$ cat src/rtl/riscv_instr_aligner_if.sv
// Fetch-side and decode-side handshake bundle for the instruction aligner.
// A transfer happens on a rising edge where valid && ready; a producer holding valid high keeps its payload until then.
interface riscv_instr_aligner_if;
    logic        flush;
    logic [31:0] flush_pc;
    logic        fetch_valid;
    logic        fetch_ready;
    logic [31:0] fetch_data;
    logic [31:0] fetch_pc;
    logic        out_valid;
    logic        out_ready;
    logic [31:0] out_instr;
    logic [31:0] out_pc;
    logic        out_compressed;

    modport master (
        output flush, flush_pc, fetch_valid, fetch_data, fetch_pc, out_ready,
        input  fetch_ready, out_valid, out_instr, out_pc, out_compressed
    );

    modport slave (
        input  flush, flush_pc, fetch_valid, fetch_data, fetch_pc, out_ready,
        output fetch_ready, out_valid, out_instr, out_pc, out_compressed
    );
endinterface

$ cat src/rtl/riscv_instr_aligner.sv
// Splits 32-bit fetch words into 16/32-bit RISC-V instructions, carrying a leftover halfword
// between words so instructions that straddle a word boundary are reassembled.
module riscv_instr_aligner (
    input  logic                         clk,
    input  logic                         rst,
    riscv_instr_aligner_if.slave         bus,
    output logic [1:0]                   o_dbg_state
);

    // S_SKIP: redirect landed on an upper halfword, so the next word's low parcel is dropped.
    // S_RES:  a residual halfword is held in r_res_h.
    typedef enum logic [1:0] {
        S_EMPTY = 2'd0,
        S_SKIP  = 2'd1,
        S_RES   = 2'd2
    } state_t;

    state_t      r_state,     w_state_nxt;
    logic [15:0] r_res_h,     w_res_h_nxt;
    logic [31:0] r_res_pc,    w_res_pc_nxt;
    logic        r_out_valid, w_out_valid_nxt;
    logic [31:0] r_out_instr, w_out_instr_nxt;
    logic [31:0] r_out_pc,    w_out_pc_nxt;
    logic        r_out_comp,  w_out_comp_nxt;

    logic w_load;
    logic w_res_comp;
    logic w_fetch_ready;
    logic w_hs;
    logic w_unused_flush_pc;

    assign w_load        = !r_out_valid || bus.out_ready;
    assign w_res_comp    = (r_state == S_RES) && (r_res_h[1:0] != 2'b11);
    assign w_fetch_ready = w_load && !bus.flush && !w_res_comp;
    assign w_hs          = bus.fetch_valid && w_fetch_ready;

    assign w_unused_flush_pc = ^{bus.flush_pc[31:2], bus.flush_pc[0]};

    always_ff @(posedge clk or posedge rst) begin
        if (rst) begin
            r_state     <= S_EMPTY;
            r_res_h     <= 16'h0;
            r_res_pc    <= 32'h0;
            r_out_valid <= 1'b0;
            r_out_instr <= 32'h0;
            r_out_pc    <= 32'h0;
            r_out_comp  <= 1'b0;
        end else begin
            r_state     <= w_state_nxt;
            r_res_h     <= w_res_h_nxt;
            r_res_pc    <= w_res_pc_nxt;
            r_out_valid <= w_out_valid_nxt;
            r_out_instr <= w_out_instr_nxt;
            r_out_pc    <= w_out_pc_nxt;
            r_out_comp  <= w_out_comp_nxt;
        end
    end

    always_comb begin
        w_state_nxt     = r_state;
        w_res_h_nxt     = r_res_h;
        w_res_pc_nxt    = r_res_pc;
        w_out_valid_nxt = r_out_valid;
        w_out_instr_nxt = r_out_instr;
        w_out_pc_nxt    = r_out_pc;
        w_out_comp_nxt  = r_out_comp;

        if (bus.flush) begin
            w_state_nxt     = bus.flush_pc[1] ? S_SKIP : S_EMPTY;
            w_out_valid_nxt = 1'b0;
        end else if (w_load) begin
            w_out_valid_nxt = 1'b0;
            case (r_state)
                S_RES: begin
                    if (w_res_comp) begin
                        w_out_valid_nxt = 1'b1;
                        w_out_instr_nxt = {16'h0, r_res_h};
                        w_out_pc_nxt    = r_res_pc;
                        w_out_comp_nxt  = 1'b1;
                        w_state_nxt     = S_EMPTY;
                    end else if (w_hs) begin
                        w_out_valid_nxt = 1'b1;
                        w_out_instr_nxt = {bus.fetch_data[15:0], r_res_h};
                        w_out_pc_nxt    = r_res_pc;
                        w_out_comp_nxt  = 1'b0;
                        w_res_h_nxt     = bus.fetch_data[31:16];
                        w_res_pc_nxt    = bus.fetch_pc + 32'd2;
                    end
                end
                S_SKIP: begin
                    if (w_hs) begin
                        w_res_h_nxt  = bus.fetch_data[31:16];
                        w_res_pc_nxt = bus.fetch_pc + 32'd2;
                        w_state_nxt  = S_RES;
                    end
                end
                default: begin
                    if (w_hs) begin
                        w_out_valid_nxt = 1'b1;
                        w_out_pc_nxt    = bus.fetch_pc;
                        if (bus.fetch_data[1:0] != 2'b11) begin
                            w_out_instr_nxt = {16'h0, bus.fetch_data[15:0]};
                            w_out_comp_nxt  = 1'b1;
                            w_res_h_nxt     = bus.fetch_data[31:16];
                            w_res_pc_nxt    = bus.fetch_pc + 32'd2;
                            w_state_nxt     = S_RES;
                        end else begin
                            w_out_instr_nxt = bus.fetch_data;
                            w_out_comp_nxt  = 1'b0;
                        end
                    end
                end
            endcase
        end
    end

    assign bus.fetch_ready    = w_fetch_ready;
    assign bus.out_valid      = r_out_valid;
    assign bus.out_instr      = r_out_instr;
    assign bus.out_pc         = r_out_pc;
    assign bus.out_compressed = r_out_comp;
    assign o_dbg_state        = r_state;

endmodule

$ cat src/flat_wrapper.sv
// flat-port wrapper written by rule: the top's interface ports become plain ports
module riscv_instr_aligner_flat 
  (clk, rst, o_dbg_state, bus_flush, bus_flush_pc, bus_fetch_valid, bus_fetch_data, bus_fetch_pc, bus_out_ready, bus_fetch_ready, bus_out_valid, bus_out_instr, bus_out_pc, bus_out_compressed);
  riscv_instr_aligner_if bus_i ();
  input  logic clk;
  input  logic rst;
  output logic [1:0] o_dbg_state;
  input wire logic [$bits(bus_i.flush)-1:0] bus_flush;
  input wire logic [$bits(bus_i.flush_pc)-1:0] bus_flush_pc;
  input wire logic [$bits(bus_i.fetch_valid)-1:0] bus_fetch_valid;
  input wire logic [$bits(bus_i.fetch_data)-1:0] bus_fetch_data;
  input wire logic [$bits(bus_i.fetch_pc)-1:0] bus_fetch_pc;
  input wire logic [$bits(bus_i.out_ready)-1:0] bus_out_ready;
  output wire logic [$bits(bus_i.fetch_ready)-1:0] bus_fetch_ready;
  output wire logic [$bits(bus_i.out_valid)-1:0] bus_out_valid;
  output wire logic [$bits(bus_i.out_instr)-1:0] bus_out_instr;
  output wire logic [$bits(bus_i.out_pc)-1:0] bus_out_pc;
  output wire logic [$bits(bus_i.out_compressed)-1:0] bus_out_compressed;
  assign bus_i.flush = bus_flush;
  assign bus_i.flush_pc = bus_flush_pc;
  assign bus_i.fetch_valid = bus_fetch_valid;
  assign bus_i.fetch_data = bus_fetch_data;
  assign bus_i.fetch_pc = bus_fetch_pc;
  assign bus_i.out_ready = bus_out_ready;
  assign bus_fetch_ready = bus_i.fetch_ready;
  assign bus_out_valid = bus_i.out_valid;
  assign bus_out_instr = bus_i.out_instr;
  assign bus_out_pc = bus_i.out_pc;
  assign bus_out_compressed = bus_i.out_compressed;
  riscv_instr_aligner u_core (.clk(clk), .rst(rst), .bus(bus_i), .o_dbg_state(o_dbg_state));
endmodule
$ cat config.mk
export PLATFORM = sky130hd
export DESIGN_NAME = riscv_instr_aligner_flat
export DESIGN_NICKNAME = d
export VERILOG_FILES = /design/src/rtl/riscv_instr_aligner_if.sv /design/src/rtl/riscv_instr_aligner.sv /design/src/flat_wrapper.sv
export SDC_FILE = /design/constraint.sdc
export NUM_CORES = 1
export LEC_CHECK = 0
export ABC_AREA = 0
export ABC_CLOCK_PERIOD_IN_PS = 7700
export BUFFER_PORTS_ARGS = -buffer_cell sky130_fd_sc_hd__buf_2
export CAP_MARGIN = 20
export CORE_ASPECT_RATIO = 0.6
export CORE_UTILIZATION = 56
export CTS_BUF_LIST = sky130_fd_sc_hd__clkbuf_8 sky130_fd_sc_hd__clkbuf_16
export CTS_CLUSTER_DIAMETER = 60
export DETAILED_ROUTE_END_ITERATION = 16
export GPL_TIMING_DRIVEN = 0
export MAX_ROUTING_LAYER = met4
export PLACE_DENSITY = 0.94
export SLEW_MARGIN = 20
export SYNTH_ARGS = -nofsm -noshare
export SYNTH_HDL_FRONTEND = slang
export SYNTH_SLANG_ARGS = --single-unit
$ cat constraint.sdc
create_clock -name clk -period 7.7 [get_ports clk]
set_input_delay 0.77 -clock clk [delete_from_list [all_inputs] [get_ports clk]]
set_output_delay 0.77 -clock clk [all_outputs]
set_load 0.05 [all_outputs]
# ---- Yosys cells after proc, flatten, opt, wreduce, memory -nomap -nowiden
# Index checks and enable logic that the tools add are counted.
dict set report word_totals {
  latch_bits 0
  wordCells 72
  inputBits 101
  romBits 0
  register_bits 116
  mem_bits_rw 0
  out_inout_bits 69
  mem_count 0
}
dict set report classes {
  n_div 0
  bitwise 2
  order_cmp 0
  multipliers 0
  addsub 1
  n_shift 0
  eq_ne 7
  n_mux 37
  n_reduce_logical 18
}
# op count
set ops {}
lappend ops {{32-bit 2-to-1 mux} 11}
lappend ops {{32-bit case mux with 2 select lines} 3}
lappend ops {{16-bit 2-to-1 mux} 4}
lappend ops {{32-bit by 2-bit adder with 32-bit output, second input constant} 1}
lappend ops {{16-bit case mux with 2 select lines} 1}
lappend ops {{5-bit AND reduction} 3}
lappend ops {{2-bit 2-to-1 mux} 6}
lappend ops {{1-bit 2-to-1 mux} 9}
lappend ops {{3-bit nonzero test} 3}
lappend ops {{2-bit inequality test, second input constant} 3}
lappend ops {{3-bit by 2-bit inequality test with 1-bit output, second input constant} 2}
lappend ops {{2-bit nonzero test} 3}
lappend ops {{1-bit logical AND} 4}
lappend ops {{1-bit case mux with 2 select lines} 2}
lappend ops {{2-bit case mux with 2 select lines} 1}
lappend ops {{4-bit nonzero test} 1}
lappend ops {{1-bit zero test} 3}
lappend ops {{2-bit by 1-bit equality test with 1-bit output, second input constant} 1}
lappend ops {{2-bit equality test, second input constant} 1}
lappend ops {{1-bit inverter} 2}
lappend ops {{1-bit logical OR} 1}

# ---- Longest topological paths before layout
dict set report logic_depth {
  ltp_word 10
  depth_mapped 11
  depth_no_buf 7
}

# ---- Worst setup path after synthesis
# OpenSTA, ideal clock, no wires.
dict set report synth_timing {
  path_type {register to register}
  startpoint {register u_core.r_state[0], in the netlist u_core.o_dbg_state[0]}
  endpoint {register u_core.r_res_pc[2]}
  arrival_ps 2419
  setup_ps 127
  n_path_buf 2
  t_required_ps 7573
  period_less_slack_ps 2547
  stages_incl_launch_ff 9
  slack_ps 5153
  path_cell_list {dfrtp_1 inv_1 ha_1 buf_2 a21boi_4 nor3_4 and3_1 buf_2 mux2_1}
}
dict set report synth_via {
  elab_chain_len 8
  word_cells_on_any_way 13
  classes_between {eq/ne: 3; mux: 3; reduce/logical: 7}
}
# element line
set synth_lines {}
lappend synth_lines {{start: declaration} riscv_instr_aligner.sv:18} ;# state_t r_state, w_state_nxt;
lappend synth_lines {{start signal: assignment} riscv_instr_aligner.sv:49} ;# r_state <= w_state_nxt;
lappend synth_lines {{2-bit equality test (*)} riscv_instr_aligner.sv:33} ;# assign w_res_comp = (r_state == S_RES) && (r_res_h[1:0] != 2'b11);
lappend synth_lines {{1-bit logical AND (*)} riscv_instr_aligner.sv:33}
lappend synth_lines {{1-bit zero test (*)} riscv_instr_aligner.sv:34} ;# assign w_fetch_ready = w_load && !bus.flush && !w_res_comp;
lappend synth_lines {{1-bit logical AND (*)} riscv_instr_aligner.sv:34}
lappend synth_lines {{named net bus_fetch_ready} flat_wrapper.sv:14} ;# output wire logic [$bits(bus_i.fetch_ready)-1:0] bus_fetch_ready;
lappend synth_lines {{1-bit logical AND (*)} riscv_instr_aligner.sv:35} ;# assign w_hs = bus.fetch_valid && w_fetch_ready;
lappend synth_lines {{32-bit 2-to-1 mux (2 in a row)} --}
lappend synth_lines {{32-bit case mux with 2 select lines} riscv_instr_aligner.sv:73} ;# case (r_state)
lappend synth_lines {{end signal: assignment} riscv_instr_aligner.sv:51} ;# r_res_pc <= w_res_pc_nxt;
lappend synth_lines {{end: declaration} riscv_instr_aligner.sv:20} ;# logic [31:0] r_res_pc, w_res_pc_nxt;
# Mark *: on every way through the listed nets, which the timed path passes. The rest lies on a longest branch. The select of a mux whose other input is x is not followed.
# A chain may end at the register's enable or synchronous reset.

# ---- Final worst setup path
dict set report layout_timing {
  startpoint {register u_core.r_state[0], in the netlist u_core.o_dbg_state[0]}
  endpoint {output port bus_fetch_ready}
}
dict set report layout_via {
  elab_chain_len 4
}
# element line
set layout_lines {}
lappend layout_lines {{2-bit equality test} riscv_instr_aligner.sv:33}
lappend layout_lines {{1-bit logical AND} riscv_instr_aligner.sv:33}
lappend layout_lines {{1-bit zero test} riscv_instr_aligner.sv:34}
lappend layout_lines {{1-bit logical AND} riscv_instr_aligner.sv:34}
lappend layout_lines {{end: declaration} flat_wrapper.sv:14}
# No other way between the ends.

==> impl_metrics.ini <==
[synth]
synth-seq-cells = 116
yosys.area.top_type = dfrtp_1
ys_seq_area_frac = 0.521
synth_ff_type = dfrtp_1
netlist.area_leader.share = 0.521
synth_cells = 570
avgSynthCellArea_um2 = 9.77
synth_cell_types = 39
netlist_area_um2 = 5570
syn_nets = 674
synth-edff-count = 0
async_flop_share = 1.00
yosysWarnings = 0
synth_area_leaders = dfrtp_1 (52%), mux2i_1 (8.6%), a21oi_1 (6.5%), nand2_1 (5.9%), nor2_1 (5.2%)

[finish]
antenna_cells = 0
stdcell_area_um2 = 7100
layout-drive-gt1-share = 0.279
syn2layout_area_growth_pct = 27.5
nFillCells = 628
nets = 832

[cts]
cts_made_buffers = 17
post_cts_resized = 0
cts_setup_buffers = 0
tritoncts = built
clock-sinks = 116
clk-insertion-delay-late_ps = 410
cts-root-buf = clkbuf_16
htree_levels = 4
max-clock-path-buffers = 2
clkTransAtPathRegs_ps = 50
ctsHoldBuffers = 0

[pwr]
p_leak_nw = 3.24
p_total_mw = 3.37
vdd_ir_drop_max_v = 0.000257
p_per_area_nw_per_um2 = 475

[routing]
dr.pass1.iters = 5
drc = 0
drtAntennaViolNets = 0
drt_iter0_markers = 437
vias_per_cell = 5.90
wl_um = 16100
via_count = 5139
wl_per_cell_um = 18.5

[floorplan]
dieArea_um2 = 10400
core_area_um2 = 9430
rows = 27
dieHeight_um = 79.3
start_util = 0.591
fp.dieW_um = 131
io-pin-count = 170

[timing]
slew_headroom = 0.444
period_share = 0.352
rsz0062_at_grt = no
fin_crit_ps = 2710
final_max_slew_viol_count = 0
tightestPinTransition_ps = 834
hold_violations = 0
setup_viol_count_final = 0
fmax_ghz = 0.369
skew_ps = 7.09
tns_ps = 0
holdWs_ps = 373

[placement]
gp_congestion = 0.913
place_area_um2 = 6460
dp_hpwl_um = 11400
portBuffers = 138

[worst_setup_path]
slowest_stage = dfrtp_1
cp_cell_sequence = inv_1 > ha_1 > buf_2 > a21boi_4 > nor3_4 > buf_2
cp_max_fo = 9
worst_ep_required_time_ps = 6930
cpMostUsedCell = buf_2
arrival_ps = 1940
max_stage_delay_ps = 370
start_kind = flip-flop
crit_path_end_kind = output port
path_class = flip-flop to output port

[grt]
grt_pass1_wl_um = 25900
grt_overflow = 0
antenna_found_initial = 0
grt_pass1_vias = 5221
grt_start_max_net_pins = 77
grt_usage = 0.347

[flow_run]
drv_cap = 0

[worst_hold_path]
hold_path_class = input port to async pin

[outcome]
status = finished, final reports clean
[worst max-delay path: cells and delay by family, from the launching register on]
family / cells / cell delay (ps)
compound gates: 1 / 170
buf+inv: 3 / 570
flops: 1 / 370
fa+ha+maj: 1 / 190
simple gates: 1 / 240
[report_power, final]
group          internal, mW  leakage, nW  switching [mW]  total [mW]
Sequential            0.900         1.35           0.178        1.08
Clock                 0.566        0.304           0.280       0.846
Combinational         0.373         1.58            1.07        1.45
Total                  1.84         3.24            1.53        3.37
[cell families after synthesis]
| family | share of synthesized area |
|---|---|
| buf+inv | 0.0357 |
| flops | 0.521 |
| mux | 0.0903 |
| xor+xnor | 0.0456 |
| simple gates | 0.181 |
| compound gates | 0.119 |
| fa+ha+maj | 0.00674 |
[worst paths after layout]
check                      depth (start not counted)                         startpoint  slack (ps)                              endpoint
setup / recovery                                   6  u_core.o_dbg_state[0]$_DFFE_PP0P_        4990                       bus_fetch_ready
hold / removal                                     2                                rst         370  u_core.bus.out_instr[12]$_DFFE_PP0P_
setup reg to reg                                   8  u_core.o_dbg_state[0]$_DFFE_PP0P_        5320  u_core.bus.out_instr[31]$_DFFE_PP0P_
hold reg to reg                                    2     u_core.r_res_h[12]$_DFFE_PP0P_         470        u_core.r_res_h[12]$_DFFE_PP0P_
max in group asynchronous                          3                                rst        6620   u_core.bus.out_instr[5]$_DFFE_PP0P_
min in group clk                                   2     u_core.r_res_h[12]$_DFFE_PP0P_         470        u_core.r_res_h[12]$_DFFE_PP0P_
[layer usage]
layer	wire, µm	up-vias	part of all wire	global-route usage
met1	6770	2452	0.42	0.463
li1	-	2279	-	-
met5	0	-	0	-
met3	1730	53	0.11	0.0802
met2	7130	355	0.44	0.504
met4	439	0	0.027	0.164
[cell type report]
cell class	count	area, µm²	share of cell area
flip-flops and latches	116	2900	0.409
multi-input cells	413	2470	0.348
clock inverters	12	178	0.0250
plain buffers	33	169	0.0238
well taps	130	163	0.0229
inverters	8	35.0	0.00493
repair buffers	139	718	0.101
clock buffers	20	467	0.0657
[cell usage after synthesis (all sizes together), types with 2 or more instances]
cell	number
nor2	78
mux2i	48
dfrtp	116
nand3	18
nand2	87
nor3	5
inv	8
and3	2
nor4	4
and4	4
buf	22
o21ai	24
mux2	2
xnor2	6
xor2	23
clkbuf	11
nand4	11
a22oi	16
nor2b	2
ha	3
a21oi	72
[stage by stage]
step,cells,setup slack (ps),util
detailed placement,839,5320,0.685
global route,871,4900,0.753
floorplan,570,3860,-
CTS,871,4970,0.753
finish,871,4990,0.753
global placement,838,2690,0.682
[cells in the final DEF (no fill, tap or decap), types with 6 or more instances in the layout]
cell type and n:
nand4_1 8, a21oi_1 72, xor2_1 23, a22oi_1 16, o21ai_0 20, clkbuf_1 11
inv_1 7, nand3_1 17, dfrtp_1 116, buf_4 8, buf_2 150, mux2i_1 48
nand2_1 87, clkbuf_16 17, nor2_1 77, xnor2_1 6
[registers in the layout, indices dropped and copies added (netlist names)]
register / cells
u_core.bus.out_instr: 32
u_core.o_dbg_state: 2
u_core.r_res_pc: 32
u_core.bus.out_pc: 32
u_core.bus.out_valid: 1
u_core.r_res_h: 16
u_core.bus.out_compressed: 1
No activity file was read; power rests on OpenSTA's default activity.
